## src/rtl/multicycle_controller.sv

```systemverilog
// Multi-cycle RISC-V controller: a Moore FSM that steps each instruction through
// FETCH/DECODE/execute states and drives every datapath select and write enable.
module multicycle_controller (
  input  logic       clk,
  input  logic       rst,
  input  logic [6:0] op,
  input  logic [2:0] func3,
  input  logic [6:0] func7,
  input  logic       Zero,
  input  logic       ALUResult_sign,
  output logic       PCWrite,
  output logic       AdrSrc,
  output logic       IRWrite,
  output logic       MemWrite,
  output logic       RegWrite,
  output logic [1:0] ResultSrc,
  output logic [1:0] ALUSrcA,
  output logic [1:0] ALUSrcB,
  output logic [2:0] ALUControl,
  output logic [2:0] ImmSrc,
  output logic [3:0] fsm_state
);

  localparam logic [6:0] OP_LW   = 7'b0000011;
  localparam logic [6:0] OP_SW   = 7'b0100011;
  localparam logic [6:0] OP_R    = 7'b0110011;
  localparam logic [6:0] OP_I    = 7'b0010011;
  localparam logic [6:0] OP_BR   = 7'b1100011;
  localparam logic [6:0] OP_JAL  = 7'b1101111;
  localparam logic [6:0] OP_JALR = 7'b1100111;
  localparam logic [6:0] OP_LUI  = 7'b0110111;

  localparam logic [2:0] ALU_ADD = 3'b000;
  localparam logic [2:0] ALU_SUB = 3'b001;
  localparam logic [2:0] ALU_AND = 3'b010;
  localparam logic [2:0] ALU_OR  = 3'b011;
  localparam logic [2:0] ALU_SLT = 3'b101;

  typedef enum logic [3:0] {
    S_FETCH    = 4'd0,
    S_DECODE   = 4'd1,
    S_MEMADR   = 4'd2,
    S_MEMREAD  = 4'd3,
    S_MEMWB    = 4'd4,
    S_MEMWRITE = 4'd5,
    S_EXECR    = 4'd6,
    S_EXECI    = 4'd7,
    S_ALUWB    = 4'd8,
    S_BRANCH   = 4'd9,
    S_JAL      = 4'd10,
    S_JALR     = 4'd11,
    S_JALR2    = 4'd12,
    S_LUI      = 4'd13
  } state_t;

  state_t state, state_next;
  logic [2:0] alu_fn;
  logic       taken;
  logic       unused_func7;

  // Only func7[5] (sub vs add) matters to this controller.
  assign unused_func7 = ^{func7[6], func7[4:0]};
  assign fsm_state    = state;

  always_ff @(posedge clk or negedge rst) begin
    if (!rst) state <= S_FETCH;
    else      state <= state_next;
  end

  always_comb begin
    alu_fn = ALU_ADD;
    case (func3)
      3'b000:  alu_fn = (op == OP_R && func7[5]) ? ALU_SUB : ALU_ADD;
      3'b111:  alu_fn = ALU_AND;
      3'b110:  alu_fn = ALU_OR;
      3'b010:  alu_fn = ALU_SLT;
      default: alu_fn = ALU_ADD;
    endcase
  end

  always_comb begin
    taken = 1'b0;
    case (func3)
      3'b000:  taken = Zero;
      3'b001:  taken = !Zero;
      3'b100:  taken = ALUResult_sign;
      3'b101:  taken = !ALUResult_sign;
      default: taken = 1'b0;
    endcase
  end

  always_comb begin
    state_next = S_FETCH;
    case (state)
      S_FETCH: state_next = S_DECODE;
      S_DECODE: begin
        case (op)
          OP_LW, OP_SW: state_next = S_MEMADR;
          OP_R:         state_next = S_EXECR;
          OP_I:         state_next = S_EXECI;
          OP_BR:        state_next = S_BRANCH;
          OP_JAL:       state_next = S_JAL;
          OP_JALR:      state_next = S_JALR;
          OP_LUI:       state_next = S_LUI;
          default:      state_next = S_FETCH;
        endcase
      end
      S_MEMADR:   state_next = (op == OP_LW) ? S_MEMREAD : S_MEMWRITE;
      S_MEMREAD:  state_next = S_MEMWB;
      S_MEMWB:    state_next = S_FETCH;
      S_MEMWRITE: state_next = S_FETCH;
      S_EXECR:    state_next = S_ALUWB;
      S_EXECI:    state_next = S_ALUWB;
      S_ALUWB:    state_next = S_FETCH;
      S_BRANCH:   state_next = S_FETCH;
      S_JAL:      state_next = S_ALUWB;
      S_JALR:     state_next = S_JALR2;
      S_JALR2:    state_next = S_ALUWB;
      S_LUI:      state_next = S_FETCH;
      default:    state_next = S_FETCH;
    endcase
  end

  // Outputs are held at zero while reset is low, even though the state is FETCH.
  always_comb begin
    PCWrite    = 1'b0;
    AdrSrc     = 1'b0;
    IRWrite    = 1'b0;
    MemWrite   = 1'b0;
    RegWrite   = 1'b0;
    ResultSrc  = 2'b00;
    ALUSrcA    = 2'b00;
    ALUSrcB    = 2'b00;
    ALUControl = ALU_ADD;
    ImmSrc     = 3'b000;
    if (rst) begin
      case (state)
        S_FETCH: begin
          IRWrite   = 1'b1;
          PCWrite   = 1'b1;
          ALUSrcB   = 2'b10;
          ResultSrc = 2'b10;
        end
        S_DECODE: begin
          ALUSrcA = 2'b01;
          ALUSrcB = 2'b01;
          ImmSrc  = (op == OP_JAL) ? 3'b011 : 3'b010;
        end
        S_MEMADR: begin
          ALUSrcA = 2'b10;
          ALUSrcB = 2'b01;
          ImmSrc  = (op == OP_SW) ? 3'b001 : 3'b000;
        end
        S_MEMREAD: begin
          AdrSrc = 1'b1;
        end
        S_MEMWB: begin
          ResultSrc = 2'b01;
          RegWrite  = 1'b1;
        end
        S_MEMWRITE: begin
          AdrSrc   = 1'b1;
          MemWrite = 1'b1;
        end
        S_EXECR: begin
          ALUSrcA    = 2'b10;
          ALUControl = alu_fn;
        end
        S_EXECI: begin
          ALUSrcA    = 2'b10;
          ALUSrcB    = 2'b01;
          ALUControl = alu_fn;
        end
        S_ALUWB: begin
          RegWrite = 1'b1;
        end
        S_BRANCH: begin
          ALUSrcA    = 2'b10;
          ALUControl = ALU_SUB;
          PCWrite    = taken;
        end
        S_JAL, S_JALR2: begin
          ALUSrcA = 2'b01;
          ALUSrcB = 2'b10;
          PCWrite = 1'b1;
        end
        S_JALR: begin
          ALUSrcA = 2'b10;
          ALUSrcB = 2'b01;
        end
        S_LUI: begin
          ImmSrc    = 3'b100;
          ResultSrc = 2'b11;
          RegWrite  = 1'b1;
        end
        default: ;
      endcase
    end
  end

endmodule

```

## config.mk

```make
export PLATFORM = sky130hd
export DESIGN_NAME = multicycle_controller
export DESIGN_NICKNAME = d
export VERILOG_FILES = /design/src/rtl/multicycle_controller.sv
export SDC_FILE = /design/constraint.sdc
export NUM_CORES = 1
export LEC_CHECK = 0
export ABC_CLOCK_PERIOD_IN_PS = 4000
export CORE_ASPECT_RATIO = 1.25
export CORE_MARGIN = 2
export CORE_UTILIZATION = 41
export CTS_BUF_LIST = sky130_fd_sc_hd__clkbuf_8 sky130_fd_sc_hd__clkbuf_16
export DETAILED_ROUTE_END_ITERATION = 8
export GPL_TIMING_DRIVEN = 0
export MAX_ROUTING_LAYER = met4
export PLACE_DENSITY = 0.85
export RECOVER_POWER = 50
export REMOVE_ABC_BUFFERS = 1
export SLEW_MARGIN = 0
export SYNTH_ARGS = -nofsm -noshare
export SYNTH_HDL_FRONTEND = slang
export SYNTH_SLANG_ARGS = --single-unit
```

## constraint.sdc

```tcl
create_clock -name clk -period 4 [get_ports clk]
set_input_delay 0.8 -clock clk [delete_from_list [all_inputs] [get_ports clk]]
set_output_delay 0.8 -clock clk [all_outputs]
set_load 0.01 [all_outputs]
```

==> run summary <==
CP bufs+invs - 2
Async SR Flop Fraction - 1.00
Slew Limit Fails - 0
row count - 17
Clock Root Buffer - clkbuf_8
CP top delay family - buffers and inverters
Die Span Y - 51.4 um
share of cells above drive strength 1 - 0.0703
Antenna Cells - 0
Area Growth Syn to Fin - 49.8%
Initial Utilization - 0.428
Post-CTS Resized - 0
commonest non-fill, non-tap cells in the layout - clkdlybuf4s50_1, dlygate4sd3_1, inv_1, nand3_1
core footprint - 0.00172 mm^2
Post-CTS Hold Fix Bufs - 0
Setup crit end kind - primary output
largest net degree at the start of global routing - 20
top cell type's share of synthesized area - 0.136
first-pass GRT wire length - 3.30 mm
die width - 42.0 um
TritonCTS clock tree - built
DIE AREA - 0.00216 mm^2
Top Layer Used - met3
Cell Area, Placed - 0.00107 mm^2
Tot Pwr - 372 uW
Final Cycle Share - 0.909
Worst-path clk slew - 30 ps
antenna-violating nets left - 0
leading cell type in the layout, fill and taps excluded - clkdlybuf4s50_1
# IOs - 42
post-CTS setup buffer count - 0
Power per Cell Area - 337 mW/mm^2
Synth warnings - 0
Final Hold Viols - 0
minimum clock period - 3640 ps
WL met1 - 905 um
kind of critical path - in2out
endpoints failing setup - 0
Layout Skew - 2.48 ps
flops & latches, synth - 4
Pre-Repair DR Iteration Count - 4
CTS Buffer Depth - 2
Synth cell types - 40
largest area contributor in the netlist - dfrtp_1
Post-Synthesis Cell Area - 738 um^2
initial antenna violation count - 0
Final HPWL DP - 1.60 mm
crit path cell chain - dlygate4sd3_1, nand3b_1, or4_1, o32ai_1, clkdlybuf4s50_1
WP data required - 3200 ps
global placer's final weighted congestion - 0.838
CTS H-Tree Depth - 1
Vias/cell - 6.09
Slew @ Worst Pin - 653 ps
post-route setup slack - 362 ps
RSZ-0062 raised after global routing - false
VDD IR-drop max - 0.377 mV
Routed WL - 2.08 mm
clock latency on the worst-skew pair - 210 ps
DRC Markers - 0
max reg flops - 4
max incr delay on CP - 770 ps
Layout Nets - 151
LEAKAGE - 0.000439 uW
ys flop type - dfrtp_1
Via Count - 895
vias in the first global route - 788
drt wl/cell - 14.2 um
CP Max Fanout - 10
CTS Sinks - 4
Critical Path Source Type - input pin
Place WS - 441 ps
PortBufs - 35
Worst EP arrival - 2840 ps
worst min path class - reg2reg
initial drt markers - 17
syn_area_per_cell - 7.61 um^2
Max-Cap Viols - 0
Routed met3 length - 86 um
GRT overflow - 0
Fmax - 0.275 GHz
Tot GR Track Use - 0.198
Gate Count Post-Synth - 97
synth top area cells - dfrtp_1, mux2i_1, and3b_1
Num CTS Buffers - 3
status - completed
met2 wire length - 1.09 mm
Post-synth EDFFs - 0
sequential area share after synthesis - 0.136
critical path's slowest cell - dlygate4sd3_1
slew margin rel. - 0.565
Design Area, Final - 0.00111 mm^2
setup_tns - 0 ps
-- report_power, final --
group / switching [uW] / internal, uW
Sequential: 33.1 / 47.2
Combinational: 96.4 / 114
Clock: 17.8 / 63.9
-- Yosys cell counts (2+ instances only) --
library cell,instances
a21oi_1,5
o2111ai_1,2
nor3b_1,3
nand3_1,6
mux2i_1,4
nor4b_1,2
inv_1,7
nor2_1,5
nand2b_1,2
xnor2_1,3
o21ai_0,3
nor3_1,4
nand2_1,4
nor2b_1,5
nor4_1,4
nand4_1,3
or4_1,2
dfrtp_1,4
buf_2,5
and3b_1,4
-- final timing paths --
check,start,end,slack (ps),depth (start not counted)
setup / recovery,rst,PCWrite,360,5
hold / removal,fsm_state[1],fsm_state[3],890,2
setup reg to reg,fsm_state[3],fsm_state[1],2240,3
hold reg to reg,fsm_state[1],fsm_state[3],890,2
max in group asynchronous,rst,fsm_state[3],2770,1
min in group asynchronous,rst,fsm_state[1],950,1
-- cells by family after synthesis --
group / Yosys count / share of synthesized area
simple gates: 53 / 0.490
compound gates: 18 / 0.181
buf+inv: 14 / 0.0915
xor+xnor: 4 / 0.0475
mux: 4 / 0.0542
flops: 4 / 0.136
-- worst register-to-register path, stage by stage (launching register included) --
cell and delay, ps:
dfrtp_1 600, nor4b_4 470, nand3_1 120, a2111oi_0 430
-- per-stage QoR --
stage / hold WS (ps) / cells / utilization
floorplan: 504 / 90 / -
global placement: 858 / 144 / 0.622
detailed placement: 865 / 144 / 0.622
CTS: 874 / 147 / 0.646
global route: 923 / 147 / 0.642
finish: 891 / 147 / 0.642
-- layer usage --
layer,up-vias,global-route usage
li1,437,-
met4,0,0.0645
met2,26,0.354
met3,0,0.0424
met5,-,-
met1,432,0.216
-- cell type report --
cell class	instances	area, um^2
multi-input cells	79	564
clock buffers	3	41.3
flip-flops and latches	4	100
repair buffers	35	350
inverters	7	26.3
fillers	158	617
well taps	19	23.8
Note: power is estimated with default switching activity, not from simulation.
